--- src/rtl/isa_bus_pkg.sv ---
// Shared types and default timing for the ISA I/O cycle engine.
// The cycle counts assume a 50 MHz clock.
package isa_bus_pkg;

    typedef enum logic [2:0] {
        ST_RST_DRV,
        ST_IDLE,
        ST_SETUP,
        ST_STROBE,
        ST_HOLD,
        ST_DONE
    } isa_state_t;

    localparam int unsigned SETUP_CYC_DEF  = 2;
    localparam int unsigned STROBE_CYC_DEF = 25;
    localparam int unsigned HOLD_CYC_DEF   = 3;
    localparam int unsigned RESET_CYC_DEF  = 100;

    // Encoding matches avs_byteenable so a request's lane list is a direct cast.
    typedef enum logic [1:0] {
        LANES_NONE = 2'b00,
        LANES_0    = 2'b01,
        LANES_1    = 2'b10,
        LANES_BOTH = 2'b11
    } lane_list_t;

    function automatic int unsigned max4(input int unsigned a, input int unsigned b,
                                         input int unsigned c, input int unsigned d);
        int unsigned m;
        m = a;
        if (b > m) m = b;
        if (c > m) m = c;
        if (d > m) m = d;
        return m;
    endfunction

endpackage

--- src/rtl/isa_cycle_timer.sv ---
// Loadable down-counter; o_term is high while the count sits at zero.
// Loading D-1 on entry to a state therefore keeps that state for D cycles.
module isa_cycle_timer #(
    parameter int unsigned           WIDTH   = 7,
    parameter logic [WIDTH-1:0]      RST_VAL = '0
) (
    input  logic             clk,
    input  logic             rst_n,
    input  logic             i_load,
    input  logic [WIDTH-1:0] i_value,
    output logic             o_term
);

    localparam logic [WIDTH-1:0] ONE = 1;

    logic [WIDTH-1:0] r_count;

    always_ff @(posedge clk or negedge rst_n) begin
        if (!rst_n) begin
            r_count <= RST_VAL;
        end else if (i_load) begin
            r_count <= i_value;
        end else if (r_count != '0) begin
            r_count <= r_count - ONE;
        end
    end

    assign o_term = (r_count == '0);

endmodule

--- src/rtl/isa_io_cycle_engine.sv ---
// Avalon-MM slave to 8-bit ISA I/O cycle converter with power-up RESET DRV.
// Every ISA output and waitrequest is a register fed from next-state values.
module isa_io_cycle_engine
    import isa_bus_pkg::*;
#(
    parameter int unsigned SETUP_CYC  = SETUP_CYC_DEF,
    parameter int unsigned STROBE_CYC = STROBE_CYC_DEF,
    parameter int unsigned HOLD_CYC   = HOLD_CYC_DEF,
    parameter int unsigned RESET_CYC  = RESET_CYC_DEF
) (
    input  logic        clk_clk,
    input  logic        reset_reset_n,
    input  logic [14:0] avs_address,
    input  logic        avs_read,
    input  logic        avs_write,
    input  logic [1:0]  avs_byteenable,
    input  logic [15:0] avs_writedata,
    output logic [15:0] avs_readdata,
    output logic        avs_waitrequest,
    output logic [15:0] isa_address,
    output logic        isa_aen,
    output logic [7:0]  isa_data_o,
    output logic        isa_data_oe,
    input  logic [7:0]  isa_data_i,
    output logic        isa_ior,
    output logic        isa_iow,
    output logic        isa_reset
);

    localparam int unsigned   TW        = $clog2(max4(SETUP_CYC, STROBE_CYC, HOLD_CYC, RESET_CYC) + 1);
    localparam logic [TW-1:0] LD_SETUP  = TW'(SETUP_CYC - 1);
    localparam logic [TW-1:0] LD_STROBE = TW'(STROBE_CYC - 1);
    localparam logic [TW-1:0] LD_HOLD   = TW'(HOLD_CYC - 1);
    localparam logic [TW-1:0] LD_RESET  = TW'(RESET_CYC - 1);

    isa_state_t    r_state, w_state_next;
    logic [14:0]   r_addr, w_addr_next;
    logic [15:0]   r_wdata, w_wdata_next;
    logic [15:0]   r_rdata, w_rdata_next;
    logic          r_write, w_write_next;
    lane_list_t    r_lanes, w_lanes_next;
    logic          r_lane, w_lane_next;
    logic [7:0]    r_data_o, w_data_o_next;
    logic          r_waitreq, r_aen, r_oe, r_ior, r_iow, r_reset;
    logic          w_active, w_load, w_term;
    logic [TW-1:0] w_load_val;

    isa_cycle_timer #(
        .WIDTH   (TW),
        .RST_VAL (LD_RESET)
    ) u_timer (
        .clk     (clk_clk),
        .rst_n   (reset_reset_n),
        .i_load  (w_load),
        .i_value (w_load_val),
        .o_term  (w_term)
    );

    always_comb begin
        w_state_next = r_state;
        w_addr_next  = r_addr;
        w_wdata_next = r_wdata;
        w_rdata_next = r_rdata;
        w_write_next = r_write;
        w_lanes_next = r_lanes;
        w_lane_next  = r_lane;

        case (r_state)
            ST_RST_DRV: if (w_term) w_state_next = ST_IDLE;
            ST_IDLE: begin
                if (avs_read || avs_write) begin
                    w_addr_next  = avs_address;
                    w_wdata_next = avs_writedata;
                    w_write_next = avs_write;
                    w_lanes_next = lane_list_t'(avs_byteenable);
                    w_lane_next  = !avs_byteenable[0];
                    w_rdata_next = '0;
                    w_state_next = (w_lanes_next == LANES_NONE) ? ST_DONE : ST_SETUP;
                end
            end
            ST_SETUP:  if (w_term) w_state_next = ST_STROBE;
            ST_STROBE: begin
                if (w_term) begin
                    w_state_next = ST_HOLD;
                    // Data is captured on the same edge that releases IOR#.
                    if (!r_write) begin
                        if (r_lane) w_rdata_next[15:8] = isa_data_i;
                        else        w_rdata_next[7:0]  = isa_data_i;
                    end
                end
            end
            ST_HOLD: begin
                if (w_term) begin
                    if (!r_lane && (r_lanes == LANES_BOTH)) begin
                        w_lane_next  = 1'b1;
                        w_state_next = ST_SETUP;
                    end else begin
                        w_state_next = ST_DONE;
                    end
                end
            end
            ST_DONE: w_state_next = ST_IDLE;
            default: w_state_next = ST_RST_DRV;
        endcase

        w_active = (w_state_next == ST_SETUP) || (w_state_next == ST_STROBE) ||
                   (w_state_next == ST_HOLD);

        w_data_o_next = r_data_o;
        if (w_active && w_write_next)
            w_data_o_next = w_lane_next ? w_wdata_next[15:8] : w_wdata_next[7:0];

        w_load     = w_active && (w_state_next != r_state);
        w_load_val = '0;
        if (w_state_next == ST_SETUP)       w_load_val = LD_SETUP;
        else if (w_state_next == ST_STROBE) w_load_val = LD_STROBE;
        else if (w_state_next == ST_HOLD)   w_load_val = LD_HOLD;
    end

    always_ff @(posedge clk_clk or negedge reset_reset_n) begin
        if (!reset_reset_n) begin
            r_state   <= ST_RST_DRV;
            r_addr    <= '0;
            r_wdata   <= '0;
            r_rdata   <= '0;
            r_write   <= 1'b0;
            r_lanes   <= LANES_NONE;
            r_lane    <= 1'b0;
            r_data_o  <= '0;
            r_waitreq <= 1'b1;
            r_aen     <= 1'b1;
            r_oe      <= 1'b0;
            r_ior     <= 1'b1;
            r_iow     <= 1'b1;
            r_reset   <= 1'b1;
        end else begin
            r_state   <= w_state_next;
            r_addr    <= w_addr_next;
            r_wdata   <= w_wdata_next;
            r_rdata   <= w_rdata_next;
            r_write   <= w_write_next;
            r_lanes   <= w_lanes_next;
            r_lane    <= w_lane_next;
            r_data_o  <= w_data_o_next;
            r_waitreq <= (w_state_next != ST_DONE);
            r_aen     <= !w_active;
            r_oe      <= w_active && w_write_next;
            r_ior     <= !((w_state_next == ST_STROBE) && !w_write_next);
            r_iow     <= !((w_state_next == ST_STROBE) && w_write_next);
            r_reset   <= (w_state_next == ST_RST_DRV);
        end
    end

    assign avs_readdata    = r_rdata;
    assign avs_waitrequest = r_waitreq;
    assign isa_address     = {r_addr, r_lane};
    assign isa_aen         = r_aen;
    assign isa_data_o      = r_data_o;
    assign isa_data_oe     = r_oe;
    assign isa_ior         = r_ior;
    assign isa_iow         = r_iow;
    assign isa_reset       = r_reset;

endmodule
--- config.mk ---
export PLATFORM = sky130hd
export DESIGN_NAME = isa_io_cycle_engine
export DESIGN_NICKNAME = d
export VERILOG_FILES = /design/src/rtl/isa_bus_pkg.sv /design/src/rtl/isa_cycle_timer.sv /design/src/rtl/isa_io_cycle_engine.sv
export SDC_FILE = /design/constraint.sdc
export NUM_CORES = 1
export LEC_CHECK = 0
export ABC_AREA = 1
export CAP_MARGIN = 20
export CORE_ASPECT_RATIO = 2
export CORE_MARGIN = 2
export CORE_UTILIZATION = 40
export CTS_CLUSTER_SIZE = 20
export DETAILED_ROUTE_END_ITERATION = 8
export PLACE_DENSITY = 0.68
export SYNTH_ARGS = -nofsm -noshare
export SYNTH_HDL_FRONTEND = slang
export SYNTH_SLANG_ARGS = --single-unit
export TNS_END_PERCENT = 100
--- constraint.sdc ---
create_clock -name clk_clk -period 3 [get_ports clk_clk]
set_clock_uncertainty 0.2 [all_clocks]
set_input_delay 0.6 -clock clk_clk [delete_from_list [all_inputs] [get_ports clk_clk]]
set_output_delay 0.6 -clock clk_clk [all_outputs]
set_load 0.02 [all_outputs]
== Word level (Yosys, flattened, before mapping) ==
Cells that the tools add are included.

* Flip-flop bits (word level): 75
* Input bits: 45
* Output and inout bits: 46
* Word-level logic and storage cells: 85

* Add/sub/neg operators: 1
* Equal/unequal tests: 16
* Multiplexer cells: 28
* Reductions and logical operators: 24

{| class="wikitable"
|+ Operators with widths
! operator !! number
|-
| $mux 16 || 5
|-
| $pmux 16 s2 || 1
|-
| $mux 8 || 3
|-
| $mux 3 || 7
|-
| $pmux 3 s6 || 1
|-
| $mux 7 || 2
|-
| $eq 3x2->1 const B || 4
|-
| $mux 5 || 2
|-
| $reduce_and 5->1 || 2
|-
| $eq 3x3->1 const B || 3
|-
| $ne 2x2->1 const B || 4
|-
| $logic_not 7->1 || 1
|-
| $reduce_bool 7->1 || 1
|-
| $sub 7x1->7 const B || 1
|-
| $logic_not 1->1 || 6
|-
| $logic_not 3->1 || 2
|-
| $logic_and 1x1->1 || 5
|-
| $mux 1 || 5
|-
| $reduce_bool 2->1 || 2
|-
| $eq 3x1->1 const B || 1
|-
| $logic_or 1x1->1 || 3
|-
| $ne 3x3->1 || 1
|-
| $ne 3x3->1 const B || 1
|-
| $eq 2x2->1 const B || 1
|-
| other kinds (5) || 5
|}

== Longest topological paths before layout ==
Gate-level depths: netlist (run 1).

* Depth in word-level cells: 10
* Gate-level depth with buffers: 13
* Mapped depth without buffers: 13

== Cells and area by module ==
Synthesis (run 1) repeated with hierarchy kept, for this count alone.

* Cell total of the unflattened synthesis: 445
* Area total of the unflattened synthesis: 3,627.2 um^2

{| class="wikitable"
|+ Modules (own cells, without submodules)
! module !! instances !! cells each !! area an instance (um^2) !! seq. area each (um^2)
|-
| isa_io_cycle_engine || 1 || 386 || 3,139.3 || 1,707.9
|-
| isa_cycle_timer || 1 || 59 || 488.0 || 180.2
|}

== Least setup slack after synthesis (run 1) ==
OpenSTA, ideal clock, no wires.

* Path type: reg2reg
* Start point: register u_timer.r_count[0]
* End point: register r_rdata[10], in the netlist avs_readdata[10]
* Library setup time: 125 ps
* Arrival: 1,732 ps
* Required time: 2,675 ps
* Setup slack: 943 ps
* Cell stages (with the launch flop): 10
* Path buffers: 0
* Clock period less this slack: 2,057 ps
* Path through: dfstp_2 -> inv_1 -> ha_1 -> inv_2 -> nor2_1 -> nand3_1 -> nand2_1 -> o211ai_4 -> a21oi_4 -> mux2_2

* Cells in the longest elaborated chain, start to end: 3

{| class="wikitable"
|+ Ends and longest elaborated chain
! element !! line !! source
|-
| start, declared || isa_cycle_timer.sv:16 || <nowiki>logic [WIDTH-1:0] r_count;</nowiki>
|-
| start signal, assigned || isa_cycle_timer.sv:22 || <nowiki>r_count <= i_value;</nowiki>
|-
| start signal, assigned || isa_cycle_timer.sv:24 || <nowiki>r_count <= r_count - ONE;</nowiki>
|-
| $logic_not 7->1 || isa_cycle_timer.sv:28 || <nowiki>assign o_term = (r_count == '0);</nowiki>
|-
| $ne 2x1->1 (no line) || -- ||
|-
| $reduce_and 5->1 (no line) || -- ||
|-
| end signal, assigned || isa_io_cycle_engine.sv:140 || <nowiki>r_rdata <= w_rdata_next;</nowiki>
|-
| end, declared || isa_io_cycle_engine.sv:39 || <nowiki>logic [15:0] r_rdata, w_rdata_next;</nowiki>
|}

No other way between the ends.
A chain may end at the register's enable or synchronous reset.

== Worst setup path in the final report (run 1) ==
* Start point: register u_timer.r_count[0]
* End point: register r_rdata[6], in the netlist avs_readdata[6]

Same word-level chain as after synthesis.

==> results of run 1 <==
-- cell families (layout without fill, tap and decap cells) --
logic type	count (synthesis)	count (layout)	share of synthesized area, %
buf+inv	44	143	5.86
compound gates	36	36	7.71
simple gates	186	186	25.1
xor+xnor	3	3	0.764
fa+ha+maj	1	1	0.364
flops	75	75	54.9
mux	16	16	5.24
-- final cells by class --
type	count	share of cell area (%)
Sequential cell	75	39.6
Timing Repair Buffer	93	19.3
Clock buffer	10	5.02
Multi-Input combinational cell	242	28.3
Inverter	34	2.78
Tap cell	98	2.57
Clock inverter	6	2.34
-- worst paths after layout --
check | slack, ps | end | cells past startpoint
max | 640 | avs_readdata[6] | 9
min reg2reg | 270 | r_addr[13] | 2
min in group clk_clk | 270 | r_addr[13] | 2
max reg2reg | 640 | avs_readdata[6] | 9
max in group asynchronous | 1800 | r_wdata[13] | 1
min | 200 | avs_readdata[5] | 1
-- Yosys cell counts (all sizes together) --
library cell	number	area share [%]
dfstp	9	6.9
dfrtp	66	48
mux2	16	5.2
nor3	4	0.91
xnor2	3	0.76
inv	34	3.9
a31oi	1	0.18
buf	10	2.0
ha	1	0.36
nand4	2	0.55
o2111ai	1	0.25
nor4	2	0.36
nor2	43	6.8
nand2	121	14
o22ai	1	0.36
o21ai	6	1.3
a21oi	26	5.0
and2	8	1.5
o211ai	1	0.62
nand3	6	1.2
-- sequential cells by signal, indices dropped and copies added, names as in the netlist --
name	cells
r_lanes	2
avs_waitrequest	1
r_state	3
avs_readdata	16
isa_reset	1
isa_iow	1
isa_data_oe	1
isa_aen	1
r_write	1
r_addr	15
u_timer.r_count	7
isa_data_o	8
r_wdata	16
r_lane	1
isa_ior	1
-- worst reg2reg max path: cells and delay by family (launching register included) --
family                   cells  cell delay, ps
multiplexers                 1             380
buffers and inverters        2             140
flip-flops                   1             370
AND/OR/NAND/NOR              3             500
AO/OA/AOI/OAI                2             430
adder cells (fa/ha/maj)      1             210
-- metal layers --
metal,track usage [%],part of all wire (%)
met1,18.6,37
met2,32.9,56
met3,4.10,4.1
met4,9.04,2.4
met5,0,0
-- metrics by stage --
stage          setup slack, ps  util (%)  instances
4_1_cts                    637      57.4        558
3_5_place_dp               319      53.2        542
6_report                   643      57.4        558
3_3_place_gp               370      53.2        542
5_1_grt                    454      57.4        558
2_1_floorplan              943         -        361
-- where the power goes --
group	switching [mW]	internal (mW)
clock	0.413	0.836
combinational	1.47	1.06
sequential	0.265	1.48
==> load_flow_metrics.sql, run 1 <==
INSERT INTO impl_metrics (metric_group, metric, value, unit) VALUES
('outcome', 'run_status', 'completed', ''),
('synth', 'netlist_instances', '361', ''),
('cts', 'clk_path_buf_depth', '2', ''),
('cts', 'postCtsResizedCells', '0', ''),
('worst_setup_path', 'r2r-start', 'u_timer.r_count[0]', ''),
('cts', 'cts_htree_levels', '3', ''),
('die', 'effective_utilization_at_floorplan', '41.5', '%'),
('synth', 'netlist-cell-type-count', '39', ''),
('drt', 'initialDrtViolationCount', '117', ''),
('grt', 'grt_antenna_before_repair', '0', ''),
('worst_setup_path', 'setup_crit_path_kind', 'reg2reg', ''),
('sta', 'worst_slew_pin_slew', '916', 'ps'),
('worst_setup_path', 'worstSetupStartpointType', 'flip-flop', ''),
('cts', 'clk_pin_slew_worst_paths', '60', 'ps'),
('sta', 'hold_viol_final', '0', ''),
('cts', 'numCtsBuffers', '9', ''),
('sta', 'slew_viol_final', '0', ''),
('place', 'buffers_added_on_ports', '90', ''),
('sta', 'rsz0062_at_grt', 'false', ''),
('worst_hold_path', 'hold_class', 'in2async', ''),
('sta', 'layout_worst_path_cycle_share', '78.6', '%'),
('cts', 'postCtsSetupBuffers', '0', ''),
('job', 'drv_cap', '0', ''),
('power', 'power.density_cell_area', '1160', 'mW/mm2'),
('place', 'placement.cell_area', '0.00441', 'mm2'),
('drt', 'ant_nets', '0', ''),
('cells_and_area', 'num-nets-final', '501', ''),
('power', 'total_power', '5.52', 'mW'),
('worst_setup_path', 'setup.worst_path.end_class', 'flip-flop', ''),
('cells_and_area', 'nFillCells', '776', ''),
('synth', 'netlist_area', '0.00344', 'mm2'),
('power', 'power.ir.vdd_worst', '0.000661', 'V'),
('worst_setup_path', 'crit_slowest_cell', 'sky130_fd_sc_hd__mux2_2', ''),
('cells_and_area', 'postLayoutCellArea', '0.00476', 'mm2'),
('cts', 'cts_root_buf', 'sky130_fd_sc_hd__clkbuf_16', ''),
('power', 'leakage', '2.26', 'nW'),
('sta', 'setup_tns', '0', 'ps'),
('grt', 'global_route.usage.total', '17.8', '%'),
('worst_setup_path', 'critical_path.max_fanout', '8', ''),
('cells_and_area', 'multi_input_comb_area', '0.00135', 'mm2'),
('die', 'floorplan.rows', '47', ''),
('synth', 'synth-warning-count', '0', ''),
('die', 'core', '0.00829', 'mm2'),
('drt', 'detail_route.vias_per_cell', '4.85', ''),
('synth', 'synth_nets', '407', ''),
('drt', 'route.vias.total', '2707', ''),
('drt', 'drt_pass1_iterations', '6', ''),
('place', 'place.gp.congestion', '0.794', ''),
('worst_setup_path', 'critPathBufInv', '2', ''),
('grt', 'grt_max_degree', '76', ''),
('grt', 'wire_length_of_the_first_global_routing_pass', '13.1', 'mm'),
('cells_and_area', 'most-common-layout-cells', '116 x sky130_fd_sc_hd__nand2_1, 89 x sky130_fd_sc_hd__clkdlybuf4s50_1, 66 x sky130_fd_sc_hd__dfrtp_1', ''),
('cells_and_area', 'ff_latch_area', '0.00189', 'mm2'),
('worst_setup_path', 'critPathMaxStageDelay', '380', 'ps'),
('cts', 'postCtsHoldBufs', '0', ''),
('sta', 'timing.fmax', '424', 'MHz'),
('grt', 'vias_in_the_first_global_route', '2878', ''),
('worst_setup_path', 'family_with_the_most_delay_on_the_worst_path', 'simple AND/OR/NAND/NOR gates', ''),
('synth', 'yosys_register_bits', '75', ''),
('synth', 'share_of_the_yosys_chip_area_belonging_to_registers', '54.9', '%'),
('sta', 'timing.final.setup_violations', '0', ''),
('die', 'ioPinCount', '91', ''),
('cells_and_area', 'areaGrowthSynthToFinish', '38.5', '%'),
('synth', 'post_synth.cell_area_avg', '9.52', 'um2'),
('sta', 'slew_headroom', '38.9', '%'),
('sta', 'final.hold.worst_slack', '203', 'ps'),
('grt', 'final_global_route_overflow_total', '0', ''),
('cts', 'numClockSinks', '75', ''),
('drt', 'wirelength', '7.88', 'mm'),
('worst_setup_path', 'worstSetupStartpoint', 'u_timer.r_count[0]', ''),
('sta', 'finalWorstPathRequiredPeriod', '2360', 'ps');
(Power assumes the default switching activity.)
==> run 2: changes to the inputs <==
clock period = 2.2 ns   (was 3 ns; I/O delays follow)
==> run 2 against run 1 <==
Via count is 3.4% higher. Wire length increased by 4.6%. Combinational power increased by 59%. Clock power rose by 22%. Maximum frequency rose by 10%. Worst setup slack worse by 580 ps. Critical path depth increased by 4. Cell area grew 6.4%. Flip-flop and latch count stayed put. Non-clock buffer count is 26 higher. Core utilization up 3.7 points. Worst hold slack gained 64 ps.
==> load_flow_metrics.sql, run 2 (same netlist as run 1, synthesis figures left out) <==
INSERT INTO impl_metrics (metric_group, metric, value, unit) VALUES
('place', 'buffers_added_on_ports', '90', ''),
('place', 'dpl.hpwl', '6.12', 'mm'),
('sta', 'hold_viol_final', '0', ''),
('worst_hold_path', 'hp-start', 'u_timer.r_count[0]', ''),
('die', 'die_y', '135', 'um'),
('power', 'power.ir.vdd_worst', '0.000864', 'V'),
('worst_setup_path', 'critical_path.max_fanout', '7', ''),
('sta', 'slew_viol_final', '0', ''),
('worst_setup_path', 'worstSetupStartpoint', 'u_timer.r_count[1]', ''),
('drt', 'route.vias.total', '2799', ''),
('die', 'fp.dieW', '69.6', 'um'),
('drt', 'wirelength', '8.24', 'mm'),
('die', 'core', '0.00829', 'mm2'),
('sta', 'worst_slew_pin_slew', '446', 'ps'),
('die', 'effective_utilization_at_floorplan', '41.5', '%'),
('sta', 'worst_slack', '63.9', 'ps'),
('cts', 'numCtsBuffers', '9', ''),
('drt', 'detail_route.wl_per_cell', '14.1', 'um'),
('worst_setup_path', 'family_with_the_most_delay_on_the_worst_path', 'simple AND/OR/NAND/NOR gates', ''),
('sta', 'timing.fmax', '468', 'MHz'),
('job', 'drv_cap', '0', ''),
('power', 'switching_share', '39.3', '%'),
('cts', 'clk_pin_slew_worst_paths', '60', 'ps'),
('cells_and_area', 'areaGrowthSynthToFinish', '47.3', '%'),
('worst_setup_path', 'timing.critical_path.arrival', '2150', 'ps'),
('grt', 'final_global_route_overflow_total', '0', ''),
('cts', 'numClockSinks', '75', ''),
('worst_setup_path', 'setup_crit_path_kind', 'reg2reg', ''),
('place', 'place_ws', '-162', 'ps'),
('power', 'sequentialPowerShare', '30.1', '%'),
('outcome', 'run_status', 'completed', ''),
('grt', 'wire_length_of_the_first_global_routing_pass', '13.8', 'mm'),
('cts', 'clk_path_buf_depth', '2', ''),
('sta', 'timing.final.setup_violations', '0', ''),
('cts', 'clk_latency', '340', 'ps'),
('cells_and_area', 'post_route_cells_drive_above_1_share', '23.6', '%'),
('sta', 'layout_worst_path_cycle_share', '97.1', '%'),
('worst_setup_path', 'critPathMaxStageDelay', '540', 'ps'),
('cts', 'cts_htree_levels', '3', ''),
('cts', 'cts_root_buf', 'sky130_fd_sc_hd__clkbuf_16', ''),
('worst_setup_path', 'timing.critical_path.mode_cell', 'sky130_fd_sc_hd__nand2_4', ''),
('die', 'floorplan.rows', '47', ''),
('power', 'power.density_cell_area', '1560', 'mW/mm2'),
('worst_setup_path', 'crit_slowest_cell', 'sky130_fd_sc_hd__dfstp_2', ''),
('worst_setup_path', 'r2r-start', 'u_timer.r_count[1]', ''),
('worst_setup_path', 'critPathBufInv', '3', ''),
('worst_setup_path', 'required', '2210', 'ps'),
('grt', 'grt_antenna_before_repair', '0', ''),
('cells_and_area', 'num-nets-final', '528', ''),
('cells_and_area', 'most_common_cell_after_layout_fill_and_taps_aside', 'sky130_fd_sc_hd__nand2_1', ''),
('grt', 'global_route.usage.total', '18.8', '%'),
('grt', 'vias_in_the_first_global_route', '2982', ''),
('sta', 'finalWorstPathRequiredPeriod', '2140', 'ps'),
('worst_hold_path', 'hold_class', 'reg2reg', ''),
('cells_and_area', 'most-common-layout-cells', '111 x sky130_fd_sc_hd__nand2_1, 89 x sky130_fd_sc_hd__clkdlybuf4s50_1, 65 x sky130_fd_sc_hd__dfrtp_1', ''),
('sta', 'setup_tns', '0', 'ps'),
('cells_and_area', 'n_antenna_cell', '0', ''),
('power', 'combPwrFrac', '50.8', '%'),
('die', 'design.die.area', '0.00940', 'mm2'),
('grt', 'grt_max_degree', '52', ''),
('power', 'leakage', '2.42', 'nW'),
('drt', 'initialDrtViolationCount', '115', ''),
('sta', 'slew_headroom', '70.2', '%'),
('place', 'place.gp.congestion', '0.827', ''),
('worst_setup_path', 'worstSetupStartpointType', 'flip-flop', ''),
('cts', 'cts_tree', 'done', ''),
('worst_setup_path', 'crit_path_cells', 'inv_1 -> ha_2 -> buf_4 -> nand2_2 -> nor2_4 -> nand2_4 -> nand2_1 -> a31oi_1 -> nand3_1 -> nand2_4 -> nand2_4 -> inv_4 -> a21oi_1', ''),
('power', 'p_switching', '3.11', 'mW'),
('sta', 'rsz0062_at_grt', 'true', ''),
('worst_setup_path', 'setup.worst_path.end_class', 'flip-flop', ''),
('drt', 'detail_route.vias_per_cell', '4.78', ''),
('drt', 'ant_nets', '0', ''),
('die', 'ioPinCount', '91', ''),
('power', 'clock_power_share', '19.2', '%'),
('drt', 'drt_pass1_iterations', '4', ''),
('drt', 'drc_errors', '0', ''),
('power', 'internal_power', '4.80', 'mW');
## run 2: cell types whose count changed in the layout (fill, tap and decap cells not counted), sizes merged
cell	delta
clkbuf	+3
clkinvlp	-1
buf	+25
dlygate4sd3	+1
bufinv	-2
nor2	+1
## run 2: worst min-delay path: stages, from the launching register on
cell and delay, ps:
sky130_fd_sc_hd__dfstp_2 360, sky130_fd_sc_hd__nand2_1 50, sky130_fd_sc_hd__nand2_1 50
## run 2: area by class of cell
class | instances | area, um2
Timing Repair Buffer | 119 | 1170
Multi-Input combinational cell | 243 | 1430
Inverter | 34 | 140
Clock inverter | 3 | 43.8
Clock buffer | 13 | 270
Fill cell | 723 | 3230
Tap cell | 98 | 123
Sequential cell | 75 | 1890
## run 2: layer usage
layer | vias up | GRT usage [%] | share of wire, %
met5 | - | 0 | 0
met4 | 0 | 9.59 | 3.4
met3 | 22 | 5.15 | 5.0
met2 | 74 | 34.3 | 56
met1 | 1321 | 19.3 | 35
li1 | 1382 | - | -
## run 2: per-stage QoR
step	instance area [um2]	utilization, %	instances	hold WS [ps]	total power, mW
after floorplan	3440	-	361	-55.6	4.71
after global placement	4630	55.8	564	164	6.08
after detailed placement	4630	55.8	564	170	6.18
after CTS	4960	59.8	581	269	7.75
after global routing	5070	61.1	585	273	8.47
final	5070	61.1	585	267	7.91
## run 2: power groups by stage
stage                     sequential, mW  clock (mW)  combinational [mW]
after CTS                           2.38        1.55                3.82
after global routing                2.45        1.61                4.41
after floorplan                     2.70           0                2.01
after detailed placement            2.39           0                3.78
final                               2.38        1.52                4.01
after global placement              2.38           0                3.70
## run 2: worst paths after layout
path                                      end  slack, ps  cells past startpoint
setup / recovery           u_timer.r_count[3]         60                     13
hold / removal             u_timer.r_count[0]        270                      2
setup reg to reg           u_timer.r_count[3]         60                     13
hold reg to reg            u_timer.r_count[0]        270                      2
max in group asynchronous         r_wdata[11]        870                      3
min in group asynchronous     avs_readdata[8]        350                      2
## run 2: repair_timing
action,CTS,global route
endpoints found under the hold margin,15,0
resized for setup,3,21
cloned,0,1
pin swaps,1,7
setup buffers,0,3
endpoints found under the setup margin,3,34
hold buffers,1,0
